==> config.mk <==
export PLATFORM = sky130hd
export DESIGN_NAME = pipe_scroller
export DESIGN_NICKNAME = d
export VERILOG_FILES = /design/src/rtl/pipe_scroller.sv
export SDC_FILE = /design/constraint.sdc
export NUM_CORES = 1
export LEC_CHECK = 0
export CAP_MARGIN = 10
export CORE_ASPECT_RATIO = 1.2
export CORE_MARGIN = 1.5
export CORE_UTILIZATION = 54
export CTS_BUF_LIST = sky130_fd_sc_hd__clkbuf_4
export DETAILED_ROUTE_END_ITERATION = 16
export PLACE_DENSITY = 0.81
export REMOVE_ABC_BUFFERS = 1
export SETUP_SLACK_MARGIN = 0.2
export SLEW_MARGIN = 20
export SYNTH_ARGS = -nofsm -noshare
export SYNTH_HDL_FRONTEND = slang
export SYNTH_SLANG_ARGS = --single-unit
==> constraint.sdc <==
create_clock -name Clk -period 3.2 [get_ports Clk]
set_input_delay 0.64 -clock Clk [delete_from_list [all_inputs] [get_ports Clk]]
set_output_delay 0.64 -clock Clk [all_outputs]
set_load 0.01 [all_outputs]
==> src/rtl/pipe_scroller.sv <==
// pipe_scroller: moves one pipe leftward once per video frame, respawns it
// off-screen right with a pseudo-random gap centre, counts pipes passed and
// freezes all motion once the collision detector reports a hit.
module pipe_scroller #(
  parameter int SPEED     = 2,
  parameter int SPAWN_X   = 700,
  parameter int SCORE_X   = 264,
  parameter int GAP_Y_MIN = 120,
  parameter int IDLE_Y    = 240
) (
  input  logic       Clk,
  input  logic       Reset,
  input  logic       frame_clk,
  input  logic       start,
  input  logic       collision,
  output logic [9:0] pipe_x,
  output logic [9:0] pipe_y,
  output logic [7:0] score,
  output logic       score_pulse,
  output logic       running
);

  localparam logic [9:0] SPEED_V     = 10'(SPEED);
  localparam logic [9:0] SPAWN_X_V   = 10'(SPAWN_X);
  localparam logic [9:0] SCORE_X_V   = 10'(SCORE_X);
  localparam logic [9:0] GAP_Y_MIN_V = 10'(GAP_Y_MIN);
  localparam logic [9:0] IDLE_Y_V    = 10'(IDLE_Y);
  localparam logic [7:0] LFSR_SEED   = 8'hA5;

  typedef enum logic [1:0] {
    IDLE = 2'd0,
    RUN  = 2'd1,
    DEAD = 2'd2
  } state_t;

  state_t     state;
  state_t     state_nxt;
  logic       frame_clk_q;
  logic       tick;
  logic [7:0] lfsr;
  logic       lfsr_fb;
  logic [9:0] pipe_x_dec;
  logic [9:0] pipe_x_nxt;
  logic [9:0] pipe_y_nxt;
  logic [7:0] score_nxt;
  logic       score_pulse_nxt;

  // One tick per rising edge of the frame strobe; a held-high strobe is silent.
  assign tick = frame_clk & ~frame_clk_q;

  // Taps for x^8+x^6+x^5+x^4+1 with the sequence shifting toward the MSB.
  assign lfsr_fb = lfsr[7] ^ lfsr[5] ^ lfsr[4] ^ lfsr[3];

  // Candidate position for a normal move; only used when pipe_x > SPEED.
  assign pipe_x_dec = pipe_x - SPEED_V;

  assign running = (state == RUN);

  // Frame edge register and free-running LFSR, active in every state.
  always_ff @(posedge Clk) begin
    // NOTE: clocked state is always assigned with <= so every register samples
    // the pre-edge values of its neighbours, independent of statement order.
    if (Reset) begin
      frame_clk_q <= 1'b0;
      lfsr        <= LFSR_SEED;
    end else begin
      frame_clk_q <= frame_clk;
      lfsr        <= {lfsr[6:0], lfsr_fb};
    end
  end

  // State and registered outputs.
  always_ff @(posedge Clk) begin
    if (Reset) begin
      state       <= IDLE;
      pipe_x      <= SPAWN_X_V;
      pipe_y      <= IDLE_Y_V;
      score       <= '0;
      score_pulse <= 1'b0;
    end else begin
      state       <= state_nxt;
      pipe_x      <= pipe_x_nxt;
      pipe_y      <= pipe_y_nxt;
      score       <= score_nxt;
      score_pulse <= score_pulse_nxt;
    end
  end

  // Next state, motion, respawn and scoring.
  always_comb begin
    // NOTE: every signal gets a hold/idle default before the case so no path
    // leaves one unassigned, which would otherwise infer a latch.
    state_nxt       = state;
    pipe_x_nxt      = pipe_x;
    pipe_y_nxt      = pipe_y;
    score_nxt       = score;
    score_pulse_nxt = 1'b0;

    unique case (state)
      IDLE: begin
        pipe_x_nxt = SPAWN_X_V;
        pipe_y_nxt = IDLE_Y_V;
        if (start) begin
          state_nxt = RUN;
          score_nxt = '0;
        end
      end

      RUN: begin
        if (collision) begin
          // A tick in the collision cycle is dropped: the scene freezes as-is.
          state_nxt = DEAD;
        end else if (tick) begin
          if (pipe_x <= SPEED_V) begin
            pipe_x_nxt = SPAWN_X_V;
            pipe_y_nxt = GAP_Y_MIN_V + {2'b00, lfsr};
          end else begin
            pipe_x_nxt = pipe_x_dec;
            if ((pipe_x > SCORE_X_V) && (pipe_x_dec <= SCORE_X_V)) begin
              score_pulse_nxt = 1'b1;
              if (score != 8'hFF) begin
                score_nxt = score + 8'd1;
              end
            end
          end
        end
      end

      DEAD: begin
        if (start) begin
          state_nxt  = IDLE;
          pipe_x_nxt = SPAWN_X_V;
          pipe_y_nxt = IDLE_Y_V;
        end
      end

      default: begin
        state_nxt = IDLE;
      end
    endcase
  end

endmodule

After elaboration in Yosys (flattened, before gate mapping):

Index checks and enable logic that the tools add are counted.

* add/subtract/negate cells: 3
* $lt $le $gt $ge: 3
* eq/ne operators: 12
* mux-type cells: 22
* bitwise gates (word level): 7
* reduce and logical (&&, ||, !) cells: 9

Operators by type and width (number)
* 2-to-1 mux 10 bit: 8
* case mux 10 bit (3 select lines): 2
* 2-to-1 mux 8 bit: 6
* case mux 8 bit (2 select lines): 1
* > comparator 10 x 9 -> 1 bit (second input constant): 1
* less-or-equal comparator 10 x 2 -> 1 bit (second input constant): 1
* less-or-equal comparator 10 x 9 -> 1 bit (second input constant): 1
* != test 2 bit (second input constant): 5
* subtractor 10 x 2 -> 10 bit (second input constant): 1
* adder 7 x 8 -> 9 bit (first input constant): 1
* adder 8 x 1 -> 8 bit (second input constant): 1
* != test 2 x 1 -> 1 bit (second input constant): 4
* != test 8 bit (second input constant): 1
* AND reduction 7 bit: 1
* 2-to-1 mux 2 bit: 3
* case mux 2 bit (3 select lines): 1
* AND reduction 5 bit: 1
* OR reduction 5 bit: 1
* AND reduction 4 bit: 1
* inverter 1 bit: 3
* AND reduction 3 bit: 1
* nonzero test 3 bit: 1
* bitwise XOR 1 bit: 3
* equality test 2 x 1 -> 1 bit (second input constant): 1
* 6 further kinds: 6

* flip-flop bits (word level): 40
* input bits: 5

Depth between registers and ports, before layout:

Gate-level depths: netlist of run 1.

* word-level depth: 8
* gate-level depth with buffers: 10
* gate-level depth less buffers: 8

Least setup slack after synthesis of run 1:

Ideal clock, no wire load.

* path type: register to register
* start point: register pipe_x[2]
* end point: register score[3]
* arrival: 2.234 ns
* data required time: 3.138 ns
* path slack: 0.904 ns
* cell stages (with the launch flop): 10
* path buffers: 1
* cells stage by stage: dfxtp_1 > buf_2 > inv_1 > ha_1 > o21bai_1 > a2111o_1 > nand3_1 > o211ai_2 > or4_1 > nand3_1

* cells in the longest elaborated chain, start to end: 5
* elaborated cells on any way between the ends: 8
* classes of those cells: add/sub: 1; order compare: 3; eq/ne: 2; reduce/logical: 2

RTL lines
* from (decl): RTL line 16 `output logic [9:0] pipe_x,`
* from (signal assigned): RTL line 82 `pipe_x <= pipe_x_nxt;`
* subtractor 10 x 2 -> 10 bit: RTL line 55 `assign pipe_x_dec = pipe_x - SPEED_V;`
* less-or-equal comparator 10 x 9 -> 1 bit: RTL line 119 `if ((pipe_x > SCORE_X_V) && (pipe_x_dec <= SCORE_X_V)) begin`
* logical AND 1 bit: RTL line 119
* != test 2 x 1 -> 1 bit (no source line)
* AND reduction 7 bit (no source line) *
* to (signal assigned): RTL line 84 `score <= score_nxt;`
* to (decl): RTL line 18 `output logic [7:0] score,`

Every way passes the cells marked *; elsewhere a longest branch is shown, timed or not.
A chain may end at the register's enable or synchronous reset.

Worst setup path in the final report of run 1:

* start point: register pipe_x[1]
* end point: register score[3]

Same word-level chain as after synthesis.

==> results_dict.tcl, run 1 <==
set metrics [dict create \
    skew_ns 0.00602 \
    hold-path-endpoint "lfsr[2]" \
    period_needed_ns 2.68 \
    syn_inst 228 \
    hpwl_um 2880 \
    cap_viol_max_count 0 \
    final-hold-violation-count 0 \
    fp.dieH_um 69.8 \
    synth_cell_types 53 \
    layout-area-overhead-vs-synth_pct 19.1 \
    synth_top_family_by_area "simple AND/OR/NAND/NOR gates" \
    power_uw 976 \
    yosysTopAreaCellShare_pct 37.9 \
    yosysTopAreaCell "dfxtp_1" \
    slew_viol_final 0 \
    critPathRequiredTime_ns 3.50 \
    multiInputGateArea_sq_mm 0.00112 \
    vdd_drop_max_mv 0.340 \
    r2r-end "score[3]" \
    drtIter0Drc 72 \
    syn_area_per_cell_sq_um 8.81 \
    seq_area_sq_um 761 \
    die_area_sq_mm 0.00410 \
    crit_slowest_cell "dfxtp_1" \
    ys_seq_area_share_pct 37.9 \
    cp-startpoint "pipe_x[1]" \
    cts_resized 0 \
    grt_pass1_vias 1567 \
    worst-r2r-cell-count 8 \
    synth_compound_area_share_pct 15.2 \
    grt_pass1_wl_um 6880 \
    start_util_pct 55.8 \
    vias 1716 \
    grt-ovfl-total 0 \
    final_nets 268 \
    drive_gt1_share_pct 11.2 \
    outcome "finished clean" \
    setup_viol 0 \
    pwr-share-clk_pct 33.2 \
    clk_pin_slew_worst_paths_ns 0.12 \
    die_x_um 58.7 \
    ys.flop_type "dfxtp_1" \
    fill_cells 311 \
    htreeDepth 2 \
    crit_chain "inv_1 > ha_1 > o21bai_1 > a2111o_1 > nand3_1 > o211ai_2 > or4_1 > nand3_1" \
    seqPwrFrac_pct 52.8 \
    synth_fa_ha_area_share_pct 3.11 \
    fmax_mhz 373 \
    n_antenna_cell 0 \
    critPathCaptureType "flop" \
    coreArea_sq_mm 0.00360 \
    cp_common_cell "nand3_1" \
    synth_xor_xnor_area_share_pct 5.67 \
    synth_warnings 0 \
    root_buffer "clkbuf_4" \
    portBuffers 32 \
    ctsHoldBuffers 0 \
    p_leak_nw 0.865 \
    p_int_uw 720 \
    drc 0 \
    wl_um 4060 \
    vias_per_cell 5.76 \
    num_rows 24 \
    power.density_mw_per_mm2 408 \
    p_comb_share_pct 14.1 \
    cts_setup_buffers 0 \
    worstSetupStartpointType "flop" \
    track_usage_pct 21.5 \
    cts_sinks 38 \
    synth_edf_count 0 \
    ys_ff_latch 38 \
    grt_max_degree 28 \
    p_sw_uw 255 \
    hold_class "flop to flop" \
    worstHoldStart "lfsr[1]" \
    rsz0062_at_grt "false" \
    numCtsBuffers 5 \
    reg2reg_slack_ns 0.52 \
    final.setup.tns_ns 0 \
    ios 35 \
    worstPathMaxFanout 13 \
    clk_latency_ns 0.34 \
    holdPathStages 1 \
    ys_top_cells_by_area "dfxtp_1 (38%), nand3_1 (4.2%), nand2_1 (3.5%)" \
    avgRoutedWirePerCell_um 13.6 \
    r2r-start "pipe_x[1]" \
    synth_simple_gate_area_share_pct 31.1 \
    synthMuxAreaShare_pct 0.560 \
    mostFrequentLayoutCell "dfxtp_1" \
    cts_buffer_depth 2 \
    firstDrtPassIters 4 \
    cpPeakStageDelay_ns 0.61 \
    p_sw_share_pct 26.2 \
    critPathKind "flop to flop" \
    postRouteAntennaNets 0 \
    timing.final.crit_share_pct 83.8 \
    cts_tree "built" \
    gp_congestion 0.828 \
    synth_area_sq_mm 0.00201 \
    antenna_found_initial 0 \
    async_reset_ff_share_pct 0 \
    arrival_ns 2.98 \
    final_cell_mix "dfxtp_1 (38), clkdlybuf4s50_1 (32), nand2_1 (19)" \
]
state kept, by name, summed over array words and instances, names as in the netlist:
register / cells
frame_clk_q: 1
lfsr: 8
pipe_x: 9
pipe_y: 9
score: 8
score_pulse: 1
state: 2
synth_stat cells, types with 2 or more instances:
cell type and instances:
clkbuf_1 3, or4_1 5, nor2_1 16, a21oi_1 6, xnor2_1 5, dfxtp_1 38
or3b_4 2, and3_1 3, nand4b_1 3, nand2_1 19, nand4_1 4, o21ai_0 5
or2_2 5, nand2b_1 10, inv_1 9, ha_1 5, o211ai_1 6, a21boi_1 2
nor3_1 5, nor3b_1 2, nand3_1 17, buf_6 4, buf_2 3, nor2b_1 9
xor2_1 8, or3_1 3, o21a_1 3, o2111ai_1 2, buf_4 2
metal layers:
layer	vias up	GRT usage (%)	share of wire (%)
li1	862	-	-
met1	800	27.0	44
met2	45	34.3	50
met3	9	6.90	4.2
met4	0	7.58	1.6
met5	-	0	0
logic make-up (layout without fill, tap and decap cells):
| kind of cell | Yosys count | after routing |
|---|---|---|
| fa+ha+maj | 5 | 5 |
| other cells | 1 | 2 |
| simple gates | 108 | 108 |
| compound gates | 39 | 39 |
| xor+xnor | 13 | 13 |
| flops | 38 | 38 |
| mux | 1 | 1 |
| buf+inv | 23 | 53 |
worst max-delay path, delay by kind of cell (launching register included):
kind	cells	cell delay, ns
simple gates	3	0.77
compound gates	3	0.86
fa+ha+maj	1	0.30
buf+inv	1	0.09
flops	1	0.61
per-stage QoR:
| step | instance area, sq um | worst slack (ns) | hold slack, ns | std cells | utilization [%] |
|---|---|---|---|---|---|
| floorplan | 1920 | 0.755 | 0.417 | 216 | - |
| global placement | 2310 | 0.392 | 0.424 | 290 | 64.2 |
| detailed placement | 2310 | 0.353 | 0.440 | 290 | 64.2 |
| CTS | 2390 | 0.518 | 0.468 | 298 | 66.4 |
| global route | 2390 | 0.371 | 0.487 | 298 | 66.4 |
| finish | 2390 | 0.519 | 0.462 | 298 | 66.4 |
power by group through the flow:
stage	combinational (mW)	sequential (mW)	clock (mW)
after CTS	0.138	0.515	0.330
after floorplan	0.0824	0.524	0
after global placement	0.135	0.524	0
after global routing	0.151	0.518	0.356
after detailed placement	0.137	0.525	0
final	0.137	0.515	0.323
worst max-delay path by stage:
stage / to / slack (ns) / cells after the start
final: score[3] / 0.52 / 8
after global routing: score[3] / 0.37 / 8
after CTS: score[3] / 0.52 / 8
after detailed placement: score[3] / 0.35 / 7
after global placement: score[3] / 0.39 / 7
after floorplan: pipe_y[6] / 0.76 / 5
cell type report:
class | count | share of cell area (%)
Tap cell | 39 | 2.04
Clock buffer | 5 | 1.57
Sequential cell | 38 | 31.8
Multi-Input combinational cell | 168 | 47.0
Timing Repair Buffer | 35 | 14.3
Inverter | 10 | 1.57
Clock inverter | 3 | 1.67
No activity file was read; power rests on OpenSTA's default activity.
==> run 2, diff against run 1 <==
==> constraint.sdc (replaced) <==
create_clock -name Clk -period 2.57 [get_ports Clk]
set_input_delay 0.514 -clock Clk [delete_from_list [all_inputs] [get_ports Clk]]
set_output_delay 0.514 -clock Clk [all_outputs]
set_load 0.01 [all_outputs]
==> run 2 against run 1 <==
  * Sequential share of layout area down 1.6 points
  * Flip-flop and latch count unchanged
  * Final cell count up 4.4%
  * Die area unchanged
  * Clock skew up 0.0087 ns
  * Sequential power up 23%
  * Critical endpoint is now score[0]
==> results_dict.tcl, run 2 (synthesized netlist as in run 1, its figures left out) <==
set metrics [dict create \
    worstPathMaxFanout 7 \
    holdPathStages 1 \
    vias 1754 \
    mostFrequentLayoutCell "dfxtp_1" \
    grt_pass1_vias 1521 \
    clk_latency_ns 0.36 \
    die_x_um 58.7 \
    grt_pass1_wl_um 6800 \
    critPathCaptureType "flop" \
    gp_congestion 0.864 \
    cpPeakStageDelay_ns 0.46 \
    p_leak_nw 0.936 \
    power.density_mw_per_mm2 536 \
    grt_max_degree 28 \
    cts_setup_buffers 0 \
    crit_slowest_cell "clkdlybuf4s50_1" \
    coreArea_sq_mm 0.00360 \
    r2r-end "score[0]" \
    postRouteAntennaNets 0 \
    critPathRequiredTime_ns 2.88 \
    hold-path-endpoint "lfsr[2]" \
    setup_viol 0 \
    ios 35 \
    drive_gt1_share_pct 15.4 \
    ctsHoldBuffers 0 \
    slew_viol_final 0 \
    final.setup.tns_ns 0 \
    skew_ns 0.0147 \
    start_util_pct 55.8 \
    biggestRegsByFlops "pipe_x (9), pipe_y (9)" \
    cts_sinks 38 \
    drc 0 \
    arrival_ns 2.52 \
    crit_chain "clkdlybuf4s50_1 > or3b_4 > o21a_1 > a211oi_2 > o211ai_2 > buf_4 > or3_1 > a21oi_2" \
    die_area_sq_mm 0.00410 \
    htreeDepth 2 \
    final_nets 281 \
    hpwl_um 2890 \
    rsz0062_at_grt "false" \
    avgRoutedWirePerCell_um 13.4 \
    timing.final.crit_share_pct 85.9 \
    vdd_drop_max_mv 0.444 \
    firstDrtPassIters 4 \
    power_mw 1.35 \
    critPathKind "primary input to flop" \
    utilization_pct 69.9 \
    fp.dieH_um 69.8 \
    hold_class "flop to flop" \
    cp.depth 8 \
    root_buffer "clkbuf_4" \
    final-hold-violation-count 0 \
    vias_per_cell 5.64 \
    cts_resized 0 \
    dpl_cell_area_sq_mm 0.00241 \
    outcome "finished clean" \
    clk_pin_slew_worst_paths_ns 0.13 \
    grt-ovfl-total 0 \
    drtIter0Drc 105 \
    wl_um 4160 \
    num_rows 24 \
    portBuffers 32 \
    worstSetupStartpointType "primary input" \
    cts_buffer_depth 2 \
    cap_viol_max_count 0 \
    path_delay_family "simple AND/OR/NAND/NOR gates" \
    track_usage_pct 21.4 \
    r2r-start "pipe_x[2]" \
    final_cell_mix "dfxtp_1 (38), clkdlybuf4s50_1 (32), nand2_1 (19)" \
    antenna_found_initial 0 \
    reg2reg_slack_ns 0.41 \
    path_buf_inv 2 \
    period_needed_ns 2.21 \
    worst-r2r-cell-count 9 \
    layout-area-overhead-vs-synth_pct 25.3 \
    numCtsBuffers 5 \
    worstHoldStart "lfsr[1]" \
    fmax_mhz 453 \
    n_antenna_cell 0 \
    cts_tree "built" \
    final_area_sq_mm 0.00252 \
]
==> run 2: layout make-up <==
class	instances	area, sq um
inverters	10	37.5
well taps	39	48.8
fillers	304	1080
clock inverters	3	68.8
multi-input cells	168	1120
clock buffers	5	37.5
flip-flops and latches	38	761
repair buffers	48	440
==> run 2: power by group <==
group | internal (mW) | switching (mW) | total (mW) | leakage (nW)
registers | 0.614 | 0.0180 | 0.632 | 0.311
logic | 0.0967 | 0.102 | 0.198 | 0.570
clock network | 0.304 | 0.217 | 0.521 | 0.0554
total | 1.01 | 0.336 | 1.35 | 0.936
==> run 2: worst max-delay path by stage <==
stage	from	endpoint
floorplan	pipe_x[1]	score[3]
global placement	frame_clk	score[5]
detailed placement	frame_clk	score[5]
CTS	frame_clk	score[0]
global route	frame_clk	score[3]
finish	frame_clk	score[0]
==> run 2: per-layer routing <==
layer | global-route usage [%] | part of all wire, % | vias up
li1 | - | - | 892
met1 | 26.9 | 44 | 799
met2 | 34.0 | 49 | 51
met3 | 6.16 | 5.0 | 12
met4 | 8.84 | 1.9 | 0
met5 | 0 | 0 | -
==> run 2: through the flow <==
step	hold slack, ns	setup WS [ns]	instances
final	0.473	0.363	311
after global routing	0.489	0.262	311
after CTS	0.472	0.358	311
after detailed placement	0.441	-0.0246	303
after global placement	0.422	-0.00290	303
after floorplan	0.417	0.126	216
==> run 3, diff against run 2 <==
==> constraint.sdc (replaced) <==
create_clock -name Clk -period 2.1 [get_ports Clk]
set_input_delay 0.42 -clock Clk [delete_from_list [all_inputs] [get_ports Clk]]
set_output_delay 0.42 -clock Clk [all_outputs]
set_load 0.01 [all_outputs]
==> run 3 against run 2 <==
  * Core utilization rose by 11 points
  * Non-clock buffer count rose by 27
  * Global-route usage rose by 6.4 points
  * Critical endpoint is now score[6]
  * First-iteration DRC count rose by 62%
  * Combinational power rose by 57%
  * Critical path type is now flop to flop
  * Final area rose by 16%
  * Largest power group unchanged
  * Final cell count rose by 9.0%
==> results_dict.tcl, run 3 (synthesized netlist as in run 1, its figures left out) <==
set metrics [dict create \
    grtUsageMet2_pct 43.3 \
    gp_congestion 0.895 \
    coreArea_sq_mm 0.00360 \
    hold-path-endpoint "frame_clk_q" \
    power_mw 1.73 \
    p_sw_share_pct 26.1 \
    rsz0062_at_grt "true" \
    final-hold-violation-count 0 \
    worst-r2r-cell-count 7 \
    cap_viol_max_count 0 \
    grt-ovfl-total 0 \
    wl_um 5720 \
    arrival_ns 2.39 \
    pwr-share-clk_pct 37.1 \
    timing.final.crit_share_pct 99.2 \
    portBuffers 32 \
    fmax_mhz 480 \
    hold_class "primary input to flop" \
    grt_pass1_wl_um 8940 \
    fp.dieH_um 69.8 \
    outcome "finished clean" \
    die_x_um 58.7 \
    cts_buffer_depth 2 \
    r2r-start "pipe_x[7]" \
    mostFrequentLayoutCell "buf_4" \
    drtIter0Drc 170 \
    p_comb_share_pct 17.9 \
    clk_pin_slew_worst_paths_ns 0.12 \
    seqPwrFrac_pct 45.0 \
    clk_latency_ns 0.36 \
    track_usage_pct 27.8 \
    critPathRequiredTime_ns 2.41 \
    skew_ns 0.0128 \
    numCtsBuffers 5 \
    firstDrtPassIters 5 \
    r2r-end "score[6]" \
    holdPathStages 2 \
    antenna_found_initial 0 \
    ios 35 \
    cts_sinks 38 \
    start_util_pct 55.8 \
    worstHoldStart "frame_clk" \
    cts_tree "built" \
    top_usage_layer "met2" \
    grt_pass1_vias 1924 \
    power.density_mw_per_mm2 590 \
    n_antenna_cell 0 \
    vias 2035 \
    hpwl_um 3080 \
    final_cell_mix "buf_4 (36), dfxtp_1 (30), clkdlybuf4s50_1 (24)" \
    root_buffer "clkbuf_4" \
    layout_setup_ws_ns 0.0164 \
    pre_cts_slack_ns -0.464 \
    vdd_drop_max_mv 0.507 \
    avgRoutedWirePerCell_um 16.9 \
    reg2reg_slack_ns 0.02 \
    layout-area-overhead-vs-synth_pct 45.7 \
    grtUsageMet1_pct 35.4 \
    postRouteAntennaNets 0 \
    worstSetupStartpointType "flop" \
    grt_use_met3_pct 8.21 \
    drc 0 \
    final_nets 309 \
    htreeDepth 2 \
    grt_max_degree 28 \
    period_needed_ns 2.08 \
    die_area_sq_mm 0.00410 \
    slew_viol_final 0 \
    setup_viol 0 \
    vias_per_cell 6.00 \
    critPathKind "flop to flop" \
    p_sw_uw 450 \
    biggestRegsByFlops "pipe_x (9), pipe_y (9)" \
    p_int_mw 1.28 \
    num_rows 24 \
    drive_gt1_share_pct 32.3 \
    worstPathMaxFanout 6 \
    critPathCaptureType "flop" \
    p_leak_nw 1.13 \
]
-- run 3: cell count changes in the layout (fill, tap and decap cells not counted), moves of 4 or more --
cell and change:
dfxtp_1 -8, dlymetal6s2s_1 +4, nor2_1 -4, buf_6 +5, dfxtp_2 +7, buf_4 +20, clkdlybuf4s50_1 -8
-- run 3: metal layers --
metal	vias to the layer above	wire length, um
met5	-	0
met2	119	2720
met1	952	2430
li1	940	-
met3	24	441
met4	0	136
-- run 3: how the worst max path moves through the flow --
stage | startpoint | end | slack [ns] | depth (start not counted)
finish | pipe_x[7] | score[6] | 0.02 | 7
global route | pipe_x[7] | score[6] | -0.08 | 7
CTS | frame_clk_q | score[4] | 0.09 | 6
detailed placement | frame_clk | score[4] | -0.46 | 7
global placement | frame_clk | score[4] | -0.42 | 7
floorplan | pipe_x[1] | score[3] | -0.34 | 8
-- run 3: power by group through the flow --
stage	Sequential [mW]	Clock [mW]	Combinational (mW)
floorplan	0.799	0	0.126
global placement	0.788	0	0.245
detailed placement	0.789	0	0.248
CTS	0.776	0.654	0.277
global route	0.781	0.673	0.336
finish	0.777	0.640	0.310
-- run 3: cell type report --
class                      instances  area (sq um)
inverter                          10          37.5
sequential                        38           773
clock inverter                     3          68.8
tap                               39          48.8
clock buffer                       5          37.5
timing repair buffer              75           681
multi-input combinational        169          1280
fill                             203           676
-- run 3: per-stage QoR --
step | instance area [sq um] | instances | TNS [ns] | hold WS [ns] | util [%]
after floorplan | 1920 | 216 | -3.05 | 0.417 | -
after global placement | 2520 | 317 | -6.20 | 0.423 | 69.9
after detailed placement | 2520 | 317 | -6.74 | 0.442 | 69.9
after CTS | 2820 | 333 | 0 | 0.398 | 78.2
after global routing | 2930 | 339 | -0.350 | 0.395 | 81.3
final | 2930 | 339 | 0 | 0.405 | 81.3
-- run 3: repair_timing --
item | 4_1_cts | 5_1_grt
pin swaps | 18 | 11
gates resized for setup | 37 | 18
setup buffers | 7 | 5
hold buffers | 0 | 0
setup endpoints to repair | 28 | 28
cloned | 1 | 1
-- run 3: critical path, stage by stage (launching register included) --
cell,delay [ns]
dfxtp_2,0.35
buf_6,0.12
nor3_4,0.25
nand4_1,0.22
a211oi_4,0.34
o211ai_4,0.16
or4_1,0.52
nand3_1,0.08
